**config.mk**
```make
export PLATFORM = sky130hd
export DESIGN_NAME = alu_req_arbiter
export DESIGN_NICKNAME = d
export VERILOG_FILES = /design/src/rtl/alu_ctrl_pkg.sv /design/src/rtl/rr_arbiter.sv /design/src/rtl/alu_req_arbiter.sv
export SDC_FILE = /design/constraint.sdc
export NUM_CORES = 1
export LEC_CHECK = 0
export CAP_MARGIN = 15
export CORE_ASPECT_RATIO = 0.8
export CORE_UTILIZATION = 41
export DETAILED_ROUTE_END_ITERATION = 6
export PLACE_DENSITY = 0.8
export RECOVER_POWER = 50
export REMOVE_ABC_BUFFERS = 1
export SETUP_SLACK_MARGIN = 0.02
export SYNTH_ARGS = -nofsm -noshare
export SYNTH_HDL_FRONTEND = slang
export SYNTH_SLANG_ARGS = --single-unit
```
**constraint.sdc**
```tcl
create_clock -name clk -period 5.95 [get_ports clk]
set_clock_uncertainty 0.1 [all_clocks]
set_input_delay 1.19 -clock clk [delete_from_list [all_inputs] [get_ports clk]]
set_output_delay 1.19 -clock clk [all_outputs]
set_load 0.005 [all_outputs]
```
**src/rtl/alu_ctrl_pkg.sv**
```systemverilog
// Shared opcode/state types and helpers for the ALU request arbiter.
package alu_ctrl_pkg;

  typedef enum logic [3:0] {
    OP_ADD = 4'b0000,
    OP_SUB = 4'b0001,
    OP_AND = 4'b0101,
    OP_OR  = 4'b0110,
    OP_XOR = 4'b0111
  } alu_op_e;

  typedef enum logic [1:0] {
    IDLE = 2'd0,
    EXEC = 2'd1,
    RESP = 2'd2
  } ctrl_state_e;

  localparam logic [15:0] ALU_ERR_RESULT = 16'hBAD1;

  function automatic logic op_supported(input logic [3:0] opcode);
    case (opcode)
      OP_ADD, OP_SUB, OP_AND, OP_OR, OP_XOR: return 1'b1;
      default:                               return 1'b0;
    endcase
  endfunction

endpackage

```
**src/rtl/rr_arbiter.sv**
```systemverilog
// Round-robin one-hot pick over req, lowest index at or after the pointer wins.
module rr_arbiter #(
  parameter int unsigned NUM_REQ = 4
) (
  input  logic                       clk,
  input  logic                       reset,
  input  logic [NUM_REQ-1:0]         req,
  input  logic                       advance,
  output logic [NUM_REQ-1:0]         gnt,
  output logic [$clog2(NUM_REQ)-1:0] gnt_idx
);

  localparam int unsigned IDX_W = $clog2(NUM_REQ);

  logic [IDX_W-1:0] ptr;
  logic [IDX_W-1:0] idx;
  logic             found;

  always_comb begin
    gnt     = '0;
    gnt_idx = '0;
    idx     = '0;
    found   = 1'b0;
    for (int unsigned i = 0; i < NUM_REQ; i++) begin
      idx = IDX_W'((32'(ptr) + i) % NUM_REQ);
      if (!found && req[idx]) begin
        found      = 1'b1;
        gnt_idx    = idx;
        gnt[idx]   = 1'b1;
      end
    end
  end

  // Pointer moves just past the winner on each accepted grant
  always_ff @(posedge clk or negedge reset) begin
    if (!reset) begin
      ptr <= '0;
    end else if (advance) begin
      ptr <= (gnt_idx == IDX_W'(NUM_REQ - 1)) ? '0 : gnt_idx + IDX_W'(1);
    end
  end

endmodule

```
**src/rtl/alu_req_arbiter.sv**
```systemverilog
// Shares one ALU between NUM_REQ valid/ready requesters, one operation in flight.
module alu_req_arbiter
  import alu_ctrl_pkg::*;
#(
  parameter int unsigned NUM_REQ     = 4,
  parameter int unsigned ALU_LATENCY = 1,
  parameter int unsigned DATA_W      = 16
) (
  input  logic                       clk,
  input  logic                       reset,
  input  logic [NUM_REQ-1:0]         req_valid,
  output logic [NUM_REQ-1:0]         req_ready,
  input  logic [NUM_REQ*4-1:0]       req_opcode,
  input  logic [NUM_REQ*DATA_W-1:0]  req_a,
  input  logic [NUM_REQ*DATA_W-1:0]  req_b,
  input  logic [NUM_REQ-1:0]         req_carry_in,
  output logic [NUM_REQ-1:0]         rsp_valid,
  input  logic [NUM_REQ-1:0]         rsp_ready,
  output logic [DATA_W-1:0]          rsp_result,
  output logic                       rsp_carry_out,
  output logic                       rsp_error,
  output logic [DATA_W-1:0]          alu_operand_a,
  output logic [DATA_W-1:0]          alu_operand_b,
  output logic [3:0]                 alu_opcode,
  output logic                       alu_carry_in,
  input  logic [DATA_W-1:0]          alu_result,
  input  logic                       alu_carry_out,
  output logic                       busy,
  output logic [$clog2(NUM_REQ)-1:0] grant_id
);

  localparam int unsigned IDX_W = $clog2(NUM_REQ);
  localparam int unsigned CNT_W = $clog2(ALU_LATENCY + 2);

  ctrl_state_e       state, state_n;
  logic [CNT_W-1:0]  cnt;
  logic [NUM_REQ-1:0] gnt;
  logic [IDX_W-1:0]  gnt_idx;
  logic [3:0]        sel_opcode;
  logic [DATA_W-1:0] sel_a, sel_b;
  logic              sel_cin, sel_ok;
  logic              accept, capture, rsp_done;

  rr_arbiter #(.NUM_REQ(NUM_REQ)) u_rr (
    .clk     (clk),
    .reset   (reset),
    .req     (req_valid),
    .advance (accept),
    .gnt     (gnt),
    .gnt_idx (gnt_idx)
  );

  assign sel_opcode = req_opcode[int'(gnt_idx)*4 +: 4];
  assign sel_a      = req_a[int'(gnt_idx)*DATA_W +: DATA_W];
  assign sel_b      = req_b[int'(gnt_idx)*DATA_W +: DATA_W];
  assign sel_cin    = req_carry_in[gnt_idx];
  assign sel_ok     = op_supported(sel_opcode);

  // Next state and control strobes; req_ready is the live arbitration result in IDLE
  always_comb begin
    state_n   = state;
    req_ready = '0;
    accept    = 1'b0;
    capture   = 1'b0;
    rsp_done  = 1'b0;
    case (state)
      IDLE: begin
        req_ready = gnt;
        accept    = |(req_valid & gnt);
        if (accept) state_n = sel_ok ? EXEC : RESP;
      end
      EXEC: begin
        if (cnt == CNT_W'(ALU_LATENCY)) begin
          capture = 1'b1;
          state_n = RESP;
        end
      end
      RESP: begin
        if (rsp_ready[grant_id]) begin
          rsp_done = 1'b1;
          state_n  = IDLE;
        end
      end
      default: state_n = IDLE;
    endcase
  end

  always_ff @(posedge clk or negedge reset) begin
    if (!reset) begin
      state         <= IDLE;
      cnt           <= '0;
      busy          <= 1'b0;
      grant_id      <= '0;
      alu_operand_a <= '0;
      alu_operand_b <= '0;
      alu_opcode    <= '0;
      alu_carry_in  <= 1'b0;
      rsp_valid     <= '0;
      rsp_result    <= '0;
      rsp_carry_out <= 1'b0;
      rsp_error     <= 1'b0;
    end else begin
      state <= state_n;
      busy  <= (state_n != IDLE);
      if (state == EXEC) cnt <= cnt + CNT_W'(1);
      if (accept) begin
        grant_id <= gnt_idx;
        cnt      <= '0;
        if (sel_ok) begin
          alu_operand_a <= sel_a;
          alu_operand_b <= sel_b;
          alu_opcode    <= sel_opcode;
          alu_carry_in  <= sel_cin;
        end else begin
          // Unsupported opcode bypasses the ALU and answers next cycle
          rsp_result    <= DATA_W'(ALU_ERR_RESULT);
          rsp_carry_out <= 1'b0;
          rsp_error     <= 1'b1;
          rsp_valid     <= gnt;
        end
      end
      if (capture) begin
        rsp_result    <= alu_result;
        rsp_carry_out <= alu_carry_out;
        rsp_error     <= 1'b0;
        rsp_valid     <= NUM_REQ'(1) << grant_id;
      end
      if (rsp_done) rsp_valid <= '0;
    end
  end

endmodule
```
After elaboration in Yosys (flattened, before gate mapping) --
Index checks and enable logic that the tools add are counted.
Cells by class: reduce and logical (&&, ||, !) cells 21, mux-type cells 59, equal/unequal tests 10, $add $sub $neg 5, order comparisons 10, shift operators 4, bitwise gates (word level) 4
Operators by type and width (number):
- $shiftx A64 B7 Y16 | 2
- $mux W16 | 3
- $mux W4 | 9
- $mux W1 | 25
- $mux W2 | 11
- $lt A2 B3 Y1 const B | 6
- $shiftx A16 B5 Y4 | 1
- $bmux W1 S2 | 6
- $eq A4 B3 Y1 const B | 3
- $or A4 B4 Y4 | 3
- $demux W1 S2 | 4
- $ge A2 B1 Y1 const B | 4
- $logic_and A1 B1 Y1 | 7
- $add A2 B1 Y2 const B | 3
- $pmux W2 S3 | 1
- $reduce_and A2 Y1 | 3
- $reduce_bool A2 Y1 | 3
- $reduce_or A5 Y1 | 1
- $add A2 B2 Y2 const B | 2
- $and A4 B4 Y4 | 1
- $eq A2 B1 Y1 const B | 2
- $eq A2 B2 Y1 const B | 2
- $eq A4 B1 Y1 const B | 1
- $logic_not A4 Y1 | 1
- other kinds (7) | 9
Storage, ports and cells: word-level logic and storage cells 126, output and inout port bits 66, register bits after elaboration 68, bits of input ports 175

Longest topological paths before layout --
Gate-level depths: netlist of the first run.
depth after elaboration 20, gate-level depth with buffers 17, mapped depth without buffers 11

By module --
From an unflattened synthesis of the first run, not the netlist that was laid out.
Second synthesis, totals: cell total of the unflattened synthesis 323, area total of the unflattened synthesis 4277.9 sq um
By module, submodules not included:
- alu_req_arbiter | area an instance 3708.6 sq um, times used 1, cells each 263
- rr_arbiter | area an instance 569.3 sq um, times used 1, cells each 60

Worst setup path before layout of the first run --
OpenSTA, ideal clock, no wires.
path type reg2reg, from reg u_rr.ptr[0], to reg alu_operand_a[10], data arrival time 4.070 ns, slack 1.655 ns, cell stages (with the launch flop) 15, clock period less this slack 4.295 ns, library setup time 0.125 ns, path through dfrtp_1 > buf_4 > clkbuf_1 > inv_1 > ha_1 > clkbuf_1 > mux2_2 > o32a_1 > o21ai_1 > mux4_2 > a211oi_4 > nand2_1 > buf_4 > buf_6 > mux2_4
Between the ends: cells in the longest elaborated chain, start to end 17
RTL lines:
- start, declared | line rr_arbiter.sv:15 | logic [IDX_W-1:0] ptr;
- start signal, assigned | line rr_arbiter.sv:39 | ptr <= (gnt_idx == IDX_W'(NUM_REQ - 1)) ? '0 : gnt_idx + IDX_W'(1);
- branches (longest 17 deep; another with $add A2 B1 Y2)
- end signal, assigned | line alu_req_arbiter.sv:110 | alu_operand_a <= sel_a;
- end, declared | line alu_req_arbiter.sv:22 | output logic [DATA_W-1:0] alu_operand_a,
Parallel ways; which one is timed is not known. The select of a mux whose other input is x is not followed. A chain may end at the register's enable or synchronous reset.

Worst setup path in the final report of the first run --
from in req_valid[2], to out req_ready[1]
Between the ends: cells in the longest elaborated chain, start to end 13
RTL lines:
- start, declared | line alu_req_arbiter.sv:11 | input logic [NUM_REQ-1:0] req_valid,
- $bmux W1 S2 | line rr_arbiter.sv:26 | if (!found && req[idx]) begin
- $mux W1 (not written as such) | line rr_arbiter.sv:26
- $mux W1 | line rr_arbiter.sv:26
- $logic_not A1 Y1 | line rr_arbiter.sv:26
- $logic_and A1 B1 Y1 | line rr_arbiter.sv:26
- $mux W1 | line rr_arbiter.sv:26
- $logic_not A1 Y1 | line rr_arbiter.sv:26
- $logic_and A1 B1 Y1 | line rr_arbiter.sv:26
- $mux W1 | line rr_arbiter.sv:26
- $logic_not A1 Y1 | line rr_arbiter.sv:26
- $logic_and A1 B1 Y1 | line rr_arbiter.sv:26
- $mux W4 (*) | line rr_arbiter.sv:26
- $mux W4 (*) | line alu_req_arbiter.sv:66 | case (state)
- end, declared | line alu_req_arbiter.sv:12 | output logic [NUM_REQ-1:0] req_ready,
Mark *: on every way between the ends. The rest lies on a longest branch, timed or not. The select of a mux whose other input is x is not followed.

==> impl_results.rst, run 1 <==
.. list-table::
   :header-rows: 1

   * - Metric
     - Value
   * - #FFs+latches synth
     - 68
   * - Number of I/O port buffers
     - 240
   * - Gate power share
     - 0.615
   * - Horizontal extent of the die
     - 121 um
   * - Largest net degree at the start of global routing
     - 70
   * - Power Internal
     - 2.33 mW
   * - Longest Clk Path Bufs
     - 2
   * - Last weighted congestion value of the routability-driven placer
     - 0.844
   * - Worst Max-Slew Pin Slew
     - 3.50 ns
   * - Status
     - complete, but fails checks
   * - CTS tree
     - built
   * - Most area-hungry cell type in the Yosys netlist
     - dfrtp_1
   * - Crit share post-route
     - 0.884
   * - Die Ht
     - 97.1 um
   * - Critical-path cell list
     - clkdlybuf4s50_1, mux4_2, or3b_2, a22oi_1, a21oi_1, nor2_1, clkdlybuf4s50_1
   * - Worst slew margin
     - -1.34
   * - Core outline area
     - 0.0109 mm^2
   * - Post-Synthesis Cells
     - 538
   * - Setup_tns
     - 0 ns
   * - R2R cell count
     - 12
   * - Clock transition time at the flip-flop clock pins of the worst setup and hold paths
     - 0.05 ns
   * - Number of global-route vias before repair
     - 4962
   * - Number of DRC violations after detailed-routing iteration 0
     - 293
   * - Nets
     - 939
   * - Vias per cell
     - 5.41
   * - Count of endpoints failing hold in the final timing report
     - 0
   * - Wire length of the first global-routing pass
     - 23400 um
   * - Area Overhead vs Synth
     - 60.8%
   * - Count of distinct cell types in the synthesized netlist
     - 55
   * - Per-instance average area after synthesis
     - 8.62 um^2
   * - Number of cells traversed by the worst hold path
     - 1
   * - Number of design rule violations left after detail routing
     - 0
   * - Number of slew-limit violations in the final report
     - 69
   * - Antenna cells
     - 0
   * - Most common cell in the netlist
     - nand2_1
   * - H-Tree Level Count
     - 3
   * - Number of antenna violations at the first check in global routing
     - 0
   * - Max-cap violations
     - 1
   * - Dpl hpwl
     - 11200 um
   * - Effective utilization at floorplan
     - 0.424
   * - Source-to-sink clock delay at the later pin of the worst-skew pair
     - 0.32 ns
   * - Average wire per cell in the routed design
     - 16.2 um
   * - Cell row count
     - 34
   * - Root cell of the clock tree
     - clkbuf_16
   * - Kind of capture point of the worst setup path
     - primary output
   * - Share of Yosys cell area claimed by the top area cell type
     - 0.367
   * - Required arrival time at the worst endpoint
     - 4.66 ns
   * - Cell occurring most often along the worst timing path
     - clkdlybuf4s50_1
   * - Peak fanout along the critical path
     - 13
   * - Core Util, Final
     - 0.682
   * - Resized Gates After CTS
     - 0
   * - Count of hold buffers inserted by post-cts repair
     - 0
   * - Count of clock tree sinks
     - 68
   * - List of most frequent post-synthesis cells
     - nand2_1 (148), dfrtp_1 (68), a31oi_1 (33), and3_1 (33), clkbuf_1 (27)
   * - Post-CTS setup buffers
     - 0
   * - Fraction of registers with async set or reset after synthesis
     - 1.00
   * - GR Util All Layers
     - 0.249
   * - Sum of overflow across all layers after global routing
     - 0
   * - Delay contributed by the slowest stage of the critical path
     - 0.68 ns
   * - Area of all placed cells without fillers
     - 0.00746 mm^2
   * - Post-place instance area
     - 0.00710 mm^2
   * - Post-synthesis cell area
     - 0.00464 mm^2
   * - Path class of the lowest-slack min-delay path
     - reg2reg
   * - Cell with the biggest individual delay on the critical path
     - mux4_2
   * - Wire length reported by the detailed router
     - 14600 um
   * - ANT nets after route
     - 0
   * - Detailed-routing iteration count for the pre-antenna-repair pass
     - 5
   * - Fraction of the yosys area taken by sequential cells
     - 0.367
   * - Primary FF master, synth
     - dfrtp_1
   * - Power Density
     - 520 mW/mm^2
   * - Die ar.
     - 0.0117 mm^2
   * - Final setup violating endpoints
     - 0
   * - Number of enable-type register cells in the synthesized netlist
     - 0
   * - Violated checks
     - max-capacitance violations, max-slew violations
   * - Number of ports placed on the die boundary
     - 241
   * - RSZ-0062 raised after global routing
     - no
   * - Fraction of power spent switching nets
     - 0.399
   * - Maximum operating frequency
     - 0.190 GHz
   * - Number of buffers added by the clock tree synthesis step
     - 9
   * - Fraction of final layout cells sized beyond drive strength 1
     - 0.0882
   * - Reported net switching power
     - 1.55 mW
   * - Type of element launching the critical path
     - input pin
   * - Leakage
     - 3.22 nW
   * - Arr. time, crit path
     - 3.97 ns
   * - WS Path Type
     - in2out
   * - Syn. warnings
     - 0
   * - Vias post-DR
     - 4895
   * - Clock power frac
     - 0.161
   * - Largest cells by area after synthesis
     - dfrtp_1 (37%), nand2_1 (12%), mux2_4 (5.8%)
   * - Reg power frac
     - 0.224
   * - Largest voltage drop on the vdd net
     - 249 uV
   * - Clock period minus worst slack
     - 5.26 ns
==> cell families (layout without fill, tap and decap cells) <==
kind of cell,Yosys count,count (layout),share of synthesized area
multiplexers,49,49,0.147
AO/OA/AOI/OAI,106,106,0.161
adder cells (fa/ha/maj),9,9,0.0243
AND/OR/NAND/NOR,243,243,0.242
flip-flops,68,68,0.367
buffers and inverters,63,285,0.0588
==> cells in the final DEF, fill, tap and decap left out, types with 2 or more instances in the layout <==
cell type | netlist | routed
nor3_1 | 6 | 6
nand2_1 | 148 | 147
o22a_1 | 9 | 9
o21ai_1 | 9 | 8
or2_2 | 3 | 4
mux4_2 | 6 | 6
bufinv_16 | 0 | 3
a211oi_4 | 2 | 2
a31oi_1 | 33 | 33
buf_4 | 4 | 5
or3_1 | 2 | 2
mux2_1 | 14 | 14
dlygate4sd3_1 | 0 | 33
ha_1 | 9 | 9
clkbuf_8 | 0 | 2
clkbuf_16 | 0 | 9
a2111oi_0 | 3 | 3
mux2_4 | 18 | 18
a211oi_1 | 2 | 2
or3b_2 | 3 | 3
o2111ai_1 | 2 | 2
nand3b_1 | 4 | 4
mux2i_1 | 4 | 4
nor2_1 | 18 | 18
and3_1 | 33 | 33
a22oi_1 | 5 | 5
clkdlybuf4s50_1 | 0 | 206
mux2_2 | 7 | 7
o41a_1 | 3 | 3
dfrtp_1 | 68 | 68
a211o_1 | 2 | 2
nand3_1 | 4 | 4
nor2b_1 | 6 | 6
and2_1 | 5 | 5
o21ai_0 | 17 | 17
inv_1 | 22 | 22
a21oi_1 | 11 | 11
==> through the flow <==
step / setup slack, ns / power, mW / hold slack [ns] / instances
3_5_place_dp: 0.569 / 3.31 / 0.377 / 888
3_3_place_gp: 0.674 / 3.22 / 0.370 / 888
2_1_floorplan: -0.773 / 2.27 / 0.367 / 498
4_1_cts: 0.691 / 3.96 / 0.395 / 904
5_1_grt: 0.465 / 4.18 / 0.413 / 904
6_report: 0.689 / 3.88 / 0.384 / 904
==> flip-flops by register name (all words and copies together), names as in the netlist, 2 cells and up <==
name,count
rsp_result,16
cnt,2
u_rr.ptr,2
alu_operand_a,16
state,2
grant_id,2
alu_operand_b,16
alu_opcode,4
rsp_valid,4
==> cell type report <==
type | instances | area, um^2
clock buffers | 11 | 253
clock inverters | 5 | 106
fillers | 836 | 3470
inverters | 23 | 86.3
multi-input cells | 407 | 2680
flip-flops and latches | 68 | 1700
well taps | 144 | 180
repair buffers | 246 | 2450
==> per-layer routing <==
metal	track usage	wire, um
met3	0.0804	1220
met4	0.0684	342
met1	0.281	5640
met2	0.448	7390
met5	0	0
==> power by group through the flow <==
stage	clock [mW]	sequential [mW]	combinational, mW
after floorplan	0	0.860	1.41
after global placement	0	0.862	2.36
after detailed placement	0	0.876	2.43
after CTS	0.637	0.876	2.45
after global routing	0.660	0.901	2.62
final	0.625	0.871	2.39
==> worst paths after layout <==
check	start	endpoint	slack, ns
worst min register to register	alu_opcode[3]	alu_opcode[3]	0.38
worst max register to register	u_rr.ptr[0]	alu_operand_b[14]	1.02
min in group asynchronous	reset	rsp_result[2]	1.95
worst max-delay path	req_valid[2]	req_ready[1]	0.69
worst min-delay path	alu_opcode[3]	alu_opcode[3]	0.38
max in group asynchronous	reset	alu_operand_a[14]	1.80
==> critical path, delay by kind of cell <==
family / cells / cell delay [ns]
compound gates: 2 / 0.33
buf+inv: 2 / 1.18
simple gates: 2 / 0.59
mux: 1 / 0.68
(Power assumes the default switching activity.)
==> inputs of run 2 (changes only) <==
CORE_MARGIN = 5   (was not set)
SETUP_SLACK_MARGIN = 0.1   (was 0.02)
==> impl_results.rst, run 2 (synthesis results as in run 1) <==
.. list-table::
   :header-rows: 1

   * - Metric
     - Value
   * - Sum of overflow across all layers after global routing
     - 0
   * - Commonest non-fill, non-tap cells in the layout
     - clkdlybuf4s50_1 (206), nand2_1 (147), dfrtp_1 (68)
   * - Required arrival time at the worst endpoint
     - 4.66 ns
   * - Status
     - complete, but fails checks
   * - Last weighted congestion value of the routability-driven placer
     - 0.916
   * - # placed instances
     - 892
   * - Die Ht
     - 105 um
   * - Wire length reported by the detailed router
     - 15700 um
   * - Count of endpoints failing hold in the final timing report
     - 0
   * - Dpl hpwl
     - 12300 um
   * - Post-CTS setup buffers
     - 0
   * - Count of hold buffers inserted by post-cts repair
     - 0
   * - Clock period minus worst slack
     - 5.32 ns
   * - Effective utilization at floorplan
     - 0.423
   * - Reg2Reg Capture Point
     - alu_operand_b[14]
   * - Antenna cells
     - 0
   * - Horizontal extent of the die
     - 129 um
   * - RSZ-0062 raised after global routing
     - no
   * - Number of buffers added by the clock tree synthesis step
     - 9
   * - Number of global-route vias before repair
     - 4968
   * - Reg power frac
     - 0.226
   * - Largest voltage drop on the vdd net
     - 229 uV
   * - CTS tree
     - built
   * - Number of slew-limit violations in the final report
     - 69
   * - Critical Path End
     - req_ready[0]
   * - Detailed-routing iteration count for the pre-antenna-repair pass
     - 4
   * - Reported net switching power
     - 1.56 mW
   * - Arr. time, crit path
     - 4.03 ns
   * - Wire length of the first global-routing pass
     - 24900 um
   * - Root cell of the clock tree
     - clkbuf_16
   * - Fraction of power spent switching nets
     - 0.406
   * - Resized Gates After CTS
     - 0
   * - Number of I/O port buffers
     - 240
   * - Vias post-DR
     - 4808
   * - Cell row count
     - 34
   * - Worst hold-check slack
     - 0.385 ns
   * - Die ar.
     - 0.0136 mm^2
   * - Setup_tns
     - 0 ns
   * - Area Overhead vs Synth
     - 60.8%
   * - Gate power share
     - 0.621
   * - Max-cap violations
     - 1
   * - Leakage
     - 3.22 nW
   * - Worst Max-Slew Pin Slew
     - 3.53 ns
   * - Violated checks
     - max-capacitance violations, max-slew violations
   * - Number of DRC violations after detailed-routing iteration 0
     - 213
   * - Power Density
     - 516 mW/mm^2
   * - Largest registers
     - alu_operand_a x16, alu_operand_b x16, rsp_result x16
   * - Number of design rule violations left after detail routing
     - 0
   * - Most common cell after layout, fill and taps aside
     - clkdlybuf4s50_1
   * - Reg-to-Reg Start
     - u_rr.ptr[0]
   * - Maximum operating frequency
     - 0.188 GHz
   * - Nets
     - 943
   * - Final instance count without filler cells
     - 908
   * - Largest net degree at the start of global routing
     - 70
   * - Core outline area
     - 0.0110 mm^2
   * - Number of ports placed on the die boundary
     - 241
   * - Worst slew margin
     - -1.35
   * - Clock power frac
     - 0.153
   * - Timing startpoint of the critical path
     - u_rr.ptr[0]
   * - Total power
     - 3.85 mW
   * - Number of antenna violations at the first check in global routing
     - 0
   * - Average wire per cell in the routed design
     - 17.3 um
   * - Kind of capture point of the worst setup path
     - primary output
   * - Path class of the lowest-slack min-delay path
     - reg2reg
   * - R2R cell count
     - 10
   * - WS Path Type
     - reg2out
   * - Crit share post-route
     - 0.894
   * - Vias per cell
     - 5.30
   * - Minimum setup slack among reg-to-reg paths
     - 1.06 ns
   * - Longest Clk Path Bufs
     - 2
   * - Peak fanout along the critical path
     - 20
   * - Count of clock tree sinks
     - 68
   * - Final setup violating endpoints
     - 0
   * - Power Internal
     - 2.29 mW
   * - Type of element launching the critical path
     - register
   * - Min setup slack post-route
     - 0.630 ns
   * - Post-placement setup slack
     - 0.602 ns
   * - GR Util All Layers
     - 0.227
   * - ANT nets after route
     - 0
   * - Source-to-sink clock delay at the later pin of the worst-skew pair
     - 0.32 ns
   * - Fraction of final layout cells sized beyond drive strength 1
     - 0.0929
   * - Clock transition time at the flip-flop clock pins of the worst setup and hold paths
     - 0.06 ns
   * - H-Tree Level Count
     - 3
[run 2: cell count changes in the layout (fill, tap and decap cells not counted)]
cell	before	now
buf_4	5	8
clkinv_4	0	1
clkbuf_8	2	0
bufinv_16	3	2
buf_2	0	1
inv_8	0	2
[run 2: worst min path at each step]
stage	start	end	slack, ns	cells past startpoint
4_1_cts	rsp_result[7]	rsp_result[7]	0.39	1
2_1_floorplan	cnt[0]	cnt[0]	0.37	1
3_3_place_gp	rsp_result[11]	rsp_result[11]	0.37	1
6_report	rsp_result[13]	rsp_result[13]	0.38	1
5_1_grt	rsp_result[7]	rsp_result[7]	0.40	1
3_5_place_dp	rsp_result[7]	rsp_result[7]	0.38	1
[run 2: worst max-delay path: stages (launching register included)]
cell and delay (ns):
dfrtp_1 0.83, inv_1 0.21, ha_1 0.53, mux4_2 0.65, or3b_2 0.47, a22oi_1 0.23
a21oi_1 0.11, nor2_1 0.14, clkdlybuf4s50_1 0.53
[run 2: stage by stage]
stage	instance area, um^2	util
global route	7460	0.680
global placement	7130	0.650
detailed placement	7130	0.650
CTS	7460	0.680
finish	7460	0.680
floorplan	4450	-
[run 2: layer usage]
layer / vias up / track usage / part of all wire
met5: - / 0 / 0
met4: 0 / 0.0832 / 0.031
met3: 36 / 0.0852 / 0.093
met2: 201 / 0.368 / 0.47
met1: 2244 / 0.276 / 0.40
li1: 2327 / - / -
[run 2: power groups by stage]
stage	clock network, mW	registers (mW)	logic, mW
after detailed placement	0	0.875	2.45
after CTS	0.605	0.874	2.46
after global placement	0	0.868	2.39
after floorplan	0	0.860	1.41
final	0.588	0.872	2.39
after global routing	0.626	0.900	2.64
[run 2: cell type report]
type                            instances  area [um^2]
Fill cell                             902         3510
Clock buffer                            9          225
Tap cell                              144          180
Timing Repair Buffer                  250         2480
Clock inverter                          7          108
Sequential cell                        68         1700
Inverter                               23         86.3
Multi-Input combinational cell        407         2680
==> patch 1: new RTL, settings of run 2 <==
`NUM_REQ` is set to 4 in 2 places; all go to 8.
--- a/src/rtl/rr_arbiter.sv
+++ b/src/rtl/rr_arbiter.sv
@@ -1,5 +1,5 @@
 // Round-robin one-hot pick over req, lowest index at or after the pointer wins.
 module rr_arbiter #(
-  parameter int unsigned NUM_REQ = 4
+  parameter int unsigned NUM_REQ = 8
 ) (
   input  logic                       clk,
--- a/src/rtl/alu_req_arbiter.sv
+++ b/src/rtl/alu_req_arbiter.sv
@@ -3,5 +3,5 @@
   import alu_ctrl_pkg::*;
 #(
-  parameter int unsigned NUM_REQ     = 4,
+  parameter int unsigned NUM_REQ     = 8,
   parameter int unsigned ALU_LATENCY = 1,
   parameter int unsigned DATA_W      = 16
Interface: changed (9 resized); port bits go from 241 to 406. The function was not compared with the original's and may differ.
==> patch 1 against run 2 <==
The flow still finishes with violations (capacitance limit, slew limit); power grew 140%; sequential cell count up 6; maximum frequency is 7.7% lower; final area grew 62%; largest power group unchanged; wire length grew 100%; largest cell class unchanged; count of clock-buffer cells in the layout is 1 higher; synthesized area increased by 58%; setup slack got worse by 450 ps.
==> patch 1: results <==
export IMPL_cts_root_buffer="sky130_fd_sc_hd__clkbuf_16"
export IMPL_numPortBuffers=405
export IMPL_run_status="finished, violations left"
export IMPL_yosysSeqAreaShare=0.253
export IMPL_failed_checks="capacitance limit, slew limit"
export IMPL_timing_critical_path_slowest_cell_delay_ps=530
export IMPL_first_global_vias=8398
export IMPL_regToRegStartpoint="u_rr.ptr[0]$_DFFE_PN0P_"
export IMPL_hold_class="register to register"
export IMPL_final_nets=1738
export IMPL_finalSetupViolCount=0
export IMPL_synth_cells_most_frequent="sky130_fd_sc_hd__nand2_1, sky130_fd_sc_hd__nand3_1, sky130_fd_sc_hd__o21ai_0"
export IMPL_route_top_layer_used="met5"
export IMPL_grt_pass1_wl_um=46800
export IMPL_cts_buffers=9
export IMPL_cap_viol_max_count=1
export IMPL_max_clock_path_buffers=2
export IMPL_maximum_number_of_pins_on_one_net_before_global_route_repair=75
export IMPL_clock_insertion_delay_worst_skew_ps=320
export IMPL_routed_wl_met2_um=15500
export IMPL_share_of_layout_cells_above_drive_strength_1=0.107
export IMPL_final_setup_tns_ps=0
export IMPL_hold_path_startpoint="rsp_result[12]$_DFFE_PN0P_"
export IMPL_leakage_nw=5.20
export IMPL_path_max_fanout=10
export IMPL_drt_iter0_markers=715
export IMPL_number_of_vias_after_detailed_routing=8891
export IMPL_total_switching_power_mw=4.90
export IMPL_routabilityCongestion=0.983
export IMPL_ys_async_sr_fraction=1.00
export IMPL_global_route_usage_total=0.281
export IMPL_synth_enable_flop_cells=0
export IMPL_cts_htree_levels=3
export IMPL_grt_antenna_before_repair=1
export IMPL_cp_slowest_cell="sky130_fd_sc_hd__mux4_2"
export IMPL_critical_path_startpoint="req_valid[7]"
export IMPL_timing_hold_violations_final=0
export IMPL_detail_route_first_pass_iterations=5
export IMPL_met1_routed_length_um=12400
export IMPL_worst_ir_drop_vdd_mv=0.831
export IMPL_worst_setup_path_start_kind="input pin"
export IMPL_timing_max_transition_violations_final=75
export IMPL_worst_r2r_setup_slack_ps=780
export IMPL_top_family_by_delay_on_critical_path="buffers and inverters"
export IMPL_worst_setup_hold_path_clk_slew_ps=50
export IMPL_detailroute_wirelength_met3_um=3120
export IMPL_dp_hpwl_um=25100
export IMPL_ys_top_cells_by_area="sky130_fd_sc_hd__dfrtp_1, sky130_fd_sc_hd__nand2_1, sky130_fd_sc_hd__nand3_1, sky130_fd_sc_hd__o21ai_0, sky130_fd_sc_hd__mux2_2"
export IMPL_yosys_warnings=0
export IMPL_layout_top_registers="alu_operand_a (16), alu_operand_b (16), rsp_result (16)"
export IMPL_detail_route_wirelength_um=31500
export IMPL_postSynth_topFlopCell="sky130_fd_sc_hd__dfrtp_1"
export IMPL_tightestPinTransition_ps=3930
export IMPL_arrival_ps=4480
export IMPL_yosys_cell_types_count=74
[patch 1: cell types whose count changed after synthesis, sizes merged, moves of 11 or more]
| cell | delta |
|---|---|
| a31oi | -23 |
| mux2i | +30 |
| buf | +12 |
| a22o | +11 |
| and3 | -30 |
| o21ai | +51 |
| nand3 | +132 |
| nand2 | +177 |
| clkbuf | +32 |
| mux2 | +12 |
[patch 1: what timing repair did]
action / CTS / global route
setup buffers: 0 / 6
gates resized for setup: 1 / 16
pin swaps: 0 / 5
setup endpoints to repair: 1 / 63
cloned: 0 / 1
[patch 1: cell families after synthesis]
logic type | Yosys count | share of synthesized area
fa+ha+maj | 9 | 0.0154
simple gates | 529 | 0.311
flops | 74 | 0.253
buf+inv | 101 | 0.0629
mux | 100 | 0.172
compound gates | 191 | 0.181
xor+xnor | 3 | 0.00359
[patch 1: power by group through the flow]
stage,Combinational (mW),Sequential (mW),Clock (mW)
after floorplan,4.75,0.960,0
after global placement,7.64,0.925,0
after detailed placement,7.70,0.932,0
after CTS,7.75,0.927,0.501
after global routing,8.63,0.951,0.524
final,7.78,0.925,0.488
[patch 1: layout make-up]
type                    instances  area [µm²]
well taps                     225         282
flip-flops and latches         74        1850
diodes                          2        5.00
clock buffers                  10         239
inverters                      17        67.6
repair buffers                463        4510
clock inverters                 5        31.3
multi-input cells             833        5070
fillers                      1454        5380
[patch 1: layer usage]
metal / vias up / track usage
met2: 430 / 0.483
met1: 4080 / 0.354
met5: - / 0
met3: 38 / 0.0909
met4: 2 / 0.0471
li1: 4341 / -
[patch 1: path summary, 6_finish.rpt]
path                            cells after the start                      endpoint
worst max-delay path                               14                  req_ready[5]
worst min-delay path                                1    rsp_result[12]$_DFFE_PN0P_
worst max register to register                     15  alu_operand_a[9]$_DFFE_PN0P_
worst min register to register                      1    rsp_result[12]$_DFFE_PN0P_
max in group asynchronous                           1  alu_operand_b[7]$_DFFE_PN0P_
min in group asynchronous                           1     rsp_result[4]$_DFFE_PN0P_
[patch 1: stage by stage]
stage / worst slack, ps / power, mW / hold WS, ps / area (µm²) / std cells
finish: 184 / 9.19 / 379 / 12100 / 1629
floorplan: -5110 / 5.71 / 367 / 6920 / 923
CTS: 102 / 9.17 / 390 / 11900 / 1620
global route: 26.9 / 10.1 / 395 / 12100 / 1627
global placement: 124 / 8.57 / 369 / 11700 / 1605
detailed placement: 18.5 / 8.64 / 376 / 11700 / 1605
==> patch 2: new RTL, flow settings as in run 2 <==
Made on the original files. The 3 states of `ctrl_state_e` get a one-hot encoding in 3 bits.
--- a/src/rtl/alu_ctrl_pkg.sv
+++ b/src/rtl/alu_ctrl_pkg.sv
@@ -10,8 +10,8 @@
   } alu_op_e;
 
-  typedef enum logic [1:0] {
-    IDLE = 2'd0,
-    EXEC = 2'd1,
-    RESP = 2'd2
+  typedef enum logic [2:0] {
+    IDLE = 3'b001,
+    EXEC = 3'b010,
+    RESP = 3'b100
   } ctrl_state_e;
 
Formal check against the unedited RTL: same outputs for any inputs over 4 cycles, from zero or initial values and one cycle with reset low; so few cycles prove little.
==> patch 2 against run 2 <==
The flow still finishes with violations (capacitance limit, slew limit); synthesized area down 0.51%; wire length shrank 2.2%; setup slack improved by 34 ps; core utilization fell by 0.72 points; count of clock-buffer cells in the layout is the same; hold slack lost 7.0 ps; power up 5.5%; final area decreased by 1.4%; final cell count down 3.9%; sequential cell count increased by 1; critical endpoint is now req_ready[2]; largest cell class unchanged; highest routed layer unchanged.
==> patch 2: results <==
export IMPL_hold_path_startpoint="alu_opcode[3]$_DFFE_PN0P_"
export IMPL_regToRegStartpoint="u_rr.ptr[0]$_DFFE_PN0P_"
export IMPL_cap_viol_max_count=1
export IMPL_leakage_nw=3.04
export IMPL_routabilityCongestion=0.919
export IMPL_final_nets=907
export IMPL_run_status="finished, violations left"
export IMPL_synth_area_per_cell_um2=9.12
export IMPL_post_drt_wl_per_cell_um=17.6
export IMPL_route_detailed_vias_per_inst=5.47
export IMPL_grt_antenna_before_repair=0
export IMPL_regToRegEndpoint="alu_operand_a[6]$_DFFE_PN0P_"
export IMPL_ys_top_cells_by_area="sky130_fd_sc_hd__dfrtp_1, sky130_fd_sc_hd__nand2_1, sky130_fd_sc_hd__mux2_2, sky130_fd_sc_hd__a211oi_1, sky130_fd_sc_hd__mux2_4"
export IMPL_grt_pass1_wl_um=24500
export IMPL_placement_cell_area_mm2=0.00708
export IMPL_detailroute_wirelength_met3_um=1600
export IMPL_synth_cells_most_frequent="sky130_fd_sc_hd__nand2_1, sky130_fd_sc_hd__dfrtp_1, sky130_fd_sc_hd__a211oi_1"
export IMPL_worst_ir_drop_vdd_mv=0.270
export IMPL_fillers=844
export IMPL_tightestPinTransition_ps=3620
export IMPL_share_of_layout_cells_above_drive_strength_1=0.117
export IMPL_yosys_cell_types_count=53
export IMPL_failed_checks="capacitance limit, slew limit"
export IMPL_hold_class="register to register"
export IMPL_routed_wl_met2_um=7740
export IMPL_post_cts_resize_count=0
export IMPL_timing_max_transition_violations_final=70
export IMPL_internal_power_mw=2.31
export IMPL_diodes=0
export IMPL_worst_r2r_path_depth=12
export IMPL_worst_setup_hold_path_clk_slew_ps=60
export IMPL_global_route_usage_total=0.223
export IMPL_cts_root_buffer="sky130_fd_sc_hd__clkbuf_16"
export IMPL_detail_route_wirelength_um=15400
export IMPL_endpoint="req_ready[2]"
export IMPL_numPlacedInstances=857
export IMPL_ys_async_sr_fraction=1.00
export IMPL_worst_r2r_setup_slack_ps=870
export IMPL_first_global_vias=4854
export IMPL_path_max_fanout=20
export IMPL_met1_routed_length_um=5850
export IMPL_flow_area_growth_from_synthesis_pct=59.3
export IMPL_layout_top_registers="alu_operand_a (16), alu_operand_b (16), rsp_result (16)"
export IMPL_detail_route_first_pass_iterations=5
export IMPL_yosysSeqAreaShare=0.374
export IMPL_dp_hpwl_um=11900
export IMPL_drt_iter0_markers=265
[patch 2: changes by cell type in the layout (fill, tap and decap cells not counted), sizes merged, moves of 5 or more]
| cell | delta |
|---|---|
| nand3 | +7 |
| o22a | -9 |
| a22oi | -5 |
| nor2 | +13 |
| a211oi | +30 |
| a21oi | +6 |
| and2 | +30 |
| nand2 | -51 |
| o21ai | -15 |
| inv | -14 |
| and3 | -33 |
[patch 2: layout make-up]
| class | instances | share of cell area |
|---|---|---|
| clock inverter | 7 | 0.00698 |
| timing repair buffer | 247 | 0.335 |
| multi-input combinational | 386 | 0.363 |
| sequential | 69 | 0.235 |
| clock buffer | 9 | 0.0306 |
| inverter | 11 | 0.00562 |
| tap | 144 | 0.0245 |
[patch 2: critical path: stages (launching register included)]
cell and delay, ps:
sky130_fd_sc_hd__dfrtp_1 830, sky130_fd_sc_hd__inv_1 440, sky130_fd_sc_hd__ha_1 490, sky130_fd_sc_hd__mux4_2 480, sky130_fd_sc_hd__nor2_1 310, sky130_fd_sc_hd__a21boi_0 300
sky130_fd_sc_hd__or2_2 170, sky130_fd_sc_hd__nor2b_1 130, sky130_fd_sc_hd__clkdlybuf4s50_1 510
[patch 2: metal layers]
layer,vias up,track usage
li1,2246,-
met2,217,0.390
met4,0,0.0495
met5,-,0
met1,2282,0.258
met3,29,0.0882
[patch 2: stage by stage]
step	util	setup slack, ps
after floorplan	-	-864
after global placement	0.648	859
after detailed placement	0.648	675
after CTS	0.673	674
after global routing	0.673	309
final	0.673	664
[patch 2: cell families after synthesis]
logic type / count (synthesis) / share of synthesized area
xor gates and xnor gates: 1 / 0.00190
AOI/OAI and AO/OA: 123 / 0.183
adders and majority gates: 8 / 0.0217
muxes: 55 / 0.163
and+or+nand+nor: 199 / 0.204
DFF: 69 / 0.374
buffers and inverters: 51 / 0.0515
[patch 2: how the worst min path moves through the flow]
stage | depth (start not counted) | slack (ps) | endpoint
global placement | 2 | 370 | cnt[1]$_DFFE_PN0P_
CTS | 1 | 390 | alu_opcode[3]$_DFFE_PN0P_
detailed placement | 2 | 370 | cnt[1]$_DFFE_PN0P_
global route | 1 | 400 | alu_opcode[3]$_DFFE_PN0P_
finish | 1 | 380 | alu_opcode[3]$_DFFE_PN0P_
floorplan | 2 | 350 | cnt[1]$_DFFE_PN0P_
[patch 2: power by group through the flow]
stage / clock network [mW] / logic (mW) / registers [mW]
final: 0.490 / 2.77 / 0.805
after global placement: 0 / 2.71 / 0.804
after CTS: 0.506 / 2.81 / 0.807
after detailed placement: 0 / 2.80 / 0.810
after global routing: 0.528 / 3.04 / 0.832
after floorplan: 0 / 1.79 / 0.797
